==> config.mk <==
export PLATFORM = sky130hd
export DESIGN_NAME = hazard_ctrl_unit
export DESIGN_NICKNAME = d
export VERILOG_FILES = /design/src/rtl/hazard_ctrl_unit.sv
export SDC_FILE = /design/constraint.sdc
export NUM_CORES = 1
export LEC_CHECK = 0
export BUFFER_PORTS_ARGS = -buffer_cell sky130_fd_sc_hd__buf_2
export CAP_MARGIN = 20
export CORE_ASPECT_RATIO = 1.2
export CORE_MARGIN = 2
export CORE_UTILIZATION = 52
export CTS_BUF_LIST = sky130_fd_sc_hd__clkbuf_16
export DETAILED_ROUTE_END_ITERATION = 12
export HOLD_SLACK_MARGIN = 0.03
export PLACE_DENSITY = 0.85
export SLEW_MARGIN = 25
export SYNTH_ARGS = -nofsm -noshare
export SYNTH_HDL_FRONTEND = slang
export SYNTH_SLANG_ARGS = --single-unit
==> constraint.sdc <==
create_clock -name clock -period 4.3 [get_ports clock]
set_input_delay 0.645 -clock clock [delete_from_list [all_inputs] [get_ports clock]]
set_output_delay 0.645 -clock clock [all_outputs]
set_load 0.01 [all_outputs]
==> src/rtl/hazard_ctrl_unit.sv <==
// Hazard, forwarding and stall controller for the 5-stage pipeline: operand
// forwarding, load-use and mult/div interlocks, memory-wait freeze, IF flush, stall counter.
module hazard_ctrl_unit #(
  parameter int REG_AW     = 5,
  parameter int MD_LAT     = 4,
  parameter int CNT_W      = 16,
  parameter int DELAY_SLOT = 1
) (
  input  logic              clock,
  input  logic              resetn,
  input  logic [REG_AW-1:0] id_rs,
  input  logic [REG_AW-1:0] id_rt,
  input  logic              id_use_rs,
  input  logic              id_use_rt,
  input  logic [REG_AW-1:0] e_rn,
  input  logic [REG_AW-1:0] m_rn,
  input  logic              e_wreg,
  input  logic              m_wreg,
  input  logic              e_m2reg,
  input  logic              m_m2reg,
  input  logic              m_mem,
  input  logic              dmem_ready,
  input  logic              id_md_start,
  input  logic              id_md_read,
  input  logic              id_branch_taken,
  input  logic              stat_clr,
  output logic [1:0]        fwda,
  output logic [1:0]        fwdb,
  output logic              wpcir,
  output logic              bubble,
  output logic              freeze,
  output logic              flush_if,
  output logic              md_busy,
  output logic              md_done,
  output logic [CNT_W-1:0]  stall_cycles
);

  localparam int MD_CW = $clog2(MD_LAT) + 1;
  localparam logic [0:0] ST_IDLE = 1'b0;
  localparam logic [0:0] ST_BUSY = 1'b1;

  logic [0:0]       md_state;
  logic [MD_CW-1:0] md_cnt;

  logic e_fwd_ok, m_fwd_ok;
  logic lu_stall, md_stall, issue;

  // EX can only forward ALU results; a load in EX is handled by the load-use stall.
  assign e_fwd_ok = e_wreg & (e_rn != '0) & ~e_m2reg;
  assign m_fwd_ok = m_wreg & (m_rn != '0);

  always_comb begin
    fwda = 2'b00;
    if (e_fwd_ok && (e_rn == id_rs))      fwda = 2'b01;
    else if (m_fwd_ok && (m_rn == id_rs)) fwda = m_m2reg ? 2'b11 : 2'b10;
  end

  always_comb begin
    fwdb = 2'b00;
    if (e_fwd_ok && (e_rn == id_rt))      fwdb = 2'b01;
    else if (m_fwd_ok && (m_rn == id_rt)) fwdb = m_m2reg ? 2'b11 : 2'b10;
  end

  assign lu_stall = e_wreg & e_m2reg & (e_rn != '0) &
                    ((id_use_rs & (e_rn == id_rs)) | (id_use_rt & (e_rn == id_rt)));

  assign md_busy  = (md_state == ST_BUSY);
  assign md_stall = md_busy & (id_md_start | id_md_read);
  assign freeze   = m_mem & ~dmem_ready;
  assign wpcir    = ~(freeze | lu_stall | md_stall);
  assign bubble   = ~freeze & (lu_stall | md_stall);
  assign issue    = wpcir;
  // A stalled branch re-resolves next cycle, so only flush when it actually issues.
  assign flush_if = (DELAY_SLOT == 0) & id_branch_taken & issue;

  // The mult/div unit keeps counting through freeze cycles; only new starts wait on issue.
  always_ff @(posedge clock or negedge resetn) begin
    if (!resetn) begin
      md_state <= ST_IDLE;
      md_cnt   <= '0;
      md_done  <= 1'b0;
    end else begin
      md_done <= 1'b0;
      case (md_state)
        ST_IDLE: begin
          if (id_md_start && issue) begin
            md_state <= ST_BUSY;
            md_cnt   <= MD_CW'(MD_LAT - 1);
          end
        end
        default: begin
          if (md_cnt == '0) begin
            md_state <= ST_IDLE;
            md_done  <= 1'b1;
          end else begin
            md_cnt <= md_cnt - MD_CW'(1);
          end
        end
      endcase
    end
  end

  always_ff @(posedge clock or negedge resetn) begin
    if (!resetn) begin
      stall_cycles <= '0;
    end else if (stat_clr) begin
      stall_cycles <= '0;
    end else if (!wpcir && (stall_cycles != '1)) begin
      stall_cycles <= stall_cycles + CNT_W'(1);
    end
  end

endmodule

==> results by group <==
Synthesis
  • FFs w/ async S/R, synth: 100.0%
  • Sequential fraction of the synthesis area: 34.26%
  • Synthesis Warnings: 0
  • Synth cell types: 42
  • Flops & latches, synth: 21
  • Share of the synthesized area in the top cell type: 34.26%
  • Synth Instances: 166
  • Number of flops mapped to enable cells by yosys: 0
  • Syn nets: 203
  • Post-synth top flop: dfrtp_1
  • Area of the mapped netlist: 1534 µm²
  • Cell with the most instances after synthesis: dfrtp_1
  • Most area-consuming cells after synthesis: dfrtp_1, xor2_1, xnor2_1
  • Post-synth top cells: dfrtp_1, nor2_1, xor2_1
  • Largest area contributor in the netlist: dfrtp_1
  • Avg Cell Area, Syn: 9.241 µm²

Power and ir drop
  • Total power: 0.6540 mW
  • Psw: 0.2106 mW
  • Switching Share: 32.21%
  • Comb pwr share: 31.4%
  • Sequential power share: 38.2%
  • P_int: 0.4434 mW
  • Clk pwr share: 30.4%
  • PD cells: 344.4 nW/µm²
  • Leak: 0.9192 nW
  • VDD IR max: 0.3415 mV

Setup path
  • Cells along the critical path: buf_2 > or4_1 > o21ai_0 > a211o_2 > and2_2 > buf_2
  • Critical Path Start: e_rn[1]
  • Crit-path max cell delay: 0.50 ns
  • WS Path Type: primary input to output port
  • Reg2reg start: stall_cycles[9]$_DFFE_PN0P_
  • Top cell by count, worst path: buf_2
  • WP buf/inv: 2
  • Arr. time, crit path: 2.34 ns
  • Kind of end point of the critical path: output port
  • Worst path slowest cell: or4_1
  • R2R setup slack: 2.16 ns
  • CP Data Required Time: 3.65 ns
  • Worst path top cell family by delay: compound AO/OA/AOI/OAI gates
  • Max FO, Critical Path: 11
  • Startpoint types: primary input

Placed design
  • Worst slack at placement: 1.352 ns
  • DP HPWL: 2569 µm
  • Area after DPL: 1819 µm²
  • Gpl congestion: 0.7715
  • Placed cells: 252
  • Port bufs: 57

Global routing
  • Remaining global-route overflow: 0
  • Initial antenna violation count: 0
  • Met2 usage in global routing: 39.04%
  • First-pass GRT wire length: 5568 µm
  • Vias in the first global route: 1306
  • GRT Overall Usage: 22.17%
  • GR Util met3: 3.791%
  • Largest net degree at the start of global routing: 22
  • GR peak layer: met2
  • Global Route met1 Usage: 24.66%

Clock network
  • Setup bufs post-CTS: 0
  • # clock sinks: 21
  • CTS tree: yes
  • Root buffer cell: clkbuf_16
  • CTS Buffer Depth: 2
  • Post-CTS resize count: 0
  • H-tree depth: 1
  • CTS Hold Bufs: 0
  • Worst-path clk slew: 0.06 ns
  • CTS buffer count: 3
  • Clk_lat worst skew: 0.26 ns

Drt
  • Drt total wl: 3451 µm
  • Via-to-Cell Ratio: 5.469
  • First-pass detailed-route iteration total: 4
  • DRC: 0
  • Wirelength per Cell: 13.48 µm
  • Vias: 1400
  • Post-route antenna net violation count: 0
  • DR iter-0 viols: 21

Worst hold path
  • Hold Crit Class: primary input to async pin

STA
  • RSZ-0062 raised after global routing: no
  • Setup WS post-layout: 1.311 ns
  • Hold WS: 0.3323 ns
  • Setup-failing EPs final: 0
  • Clk_skew: 0.003223 ns
  • Slew @ Worst Pin: 0.6583 ns
  • Setup TNS: 0 ns
  • Slew Viols, Final: 0
  • Post-layout minimum cycle time: 2.989 ns
  • Final period util: 69.51%
  • F_max: 334.6 MHz
  • Hold Vio Cnt, Final: 0
  • Slew headroom: 55.95%

Floorplan
  • Starting Density: 54.56%
  • Die Span Y: 63.50 µm
  • Core Region: 2811 µm²
  • Rows: 21
  • IO Count: 60
  • DIE AREA: 3402 µm²
  • Die width: 53.58 µm

Run status
  • Status: finished, final reports clean

Layout
  • Syn-to-layout area delta: 23.82%
  • Antenna diode count: 0
  • Net count, final: 260
  • Post-route insts no fill: 256
  • Proportion of layout cells with a drive suffix above 1: 34.68%
  • Post-layout util: 67.56%
  • Final Instance Area: 1899 µm²

Run
  • # Max-Cap Violations: 0
==> cell usage in the layout (no fill, tap or decap), drive strengths merged, types with 4 or more instances in the layout <==
cell and n:
a211oi 5, a21o 6, a21oi 11, buf 57, dfrtp 21, inv 8, nand2 5, nand3 13
nor2 19, nor2b 5, nor3 5, o21ai 4, xnor2 13, xor2 14
==> flip-flops by register name, indices dropped and copies added, names as in the netlist <==
name and cells:
md_done 1, stall_cycles 16, md_cnt 3, md_busy 1
==> area by class of cell <==
type / count / area, µm²
Fill cell: 230 / 912.1
Multi-Input combinational cell: 132 / 935.9
Clock inverter: 1 / 5.005
Clock buffer: 3 / 75.07
Tap cell: 34 / 42.54
Sequential cell: 21 / 525.5
Inverter: 8 / 30.03
Timing Repair Buffer: 57 / 285.3
==> worst paths after layout <==
kind | endpoint | cells after the start
worst min register to register | md_cnt[0]$_DFFE_PN0P_ | 1
worst min-delay path | stall_cycles[12]$_DFFE_PN0P_ | 1
min in group clock | md_cnt[0]$_DFFE_PN0P_ | 1
worst max register to register | stall_cycles[7]$_DFFE_PN0P_ | 7
worst max-delay path | wpcir | 6
max in group asynchronous | stall_cycles[0]$_DFFE_PN0P_ | 1
==> cell families (layout without fill, tap and decap cells) <==
logic type | after synthesis | after routing | synth area share (%)
buffers and inverters | 13 | 69 | 4.731
multiplexers | 3 | 3 | 2.610
XOR/XNOR | 27 | 27 | 15.42
other | 1 | 1 | 0.2445
flip-flops | 21 | 21 | 34.26
AND/OR/NAND/NOR | 67 | 67 | 24.14
adder cells (fa/ha/maj) | 3 | 3 | 2.447
AO/OA/AOI/OAI | 31 | 31 | 16.15
==> power by group through the flow <==
stage	sequential [mW]	clock, mW	combinational, mW
floorplan	0.258	0	0.138
global placement	0.254	0	0.201
detailed placement	0.254	0	0.208
CTS	0.250	0.201	0.210
global route	0.256	0.210	0.235
finish	0.250	0.199	0.205
==> layer usage <==
layer,up-vias,part of all wire (%)
met2,56,52
li1,683,-
met4,0,1.7
met5,-,0
met3,6,6.5
met1,655,39
No activity file was read; power rests on OpenSTA's default activity.
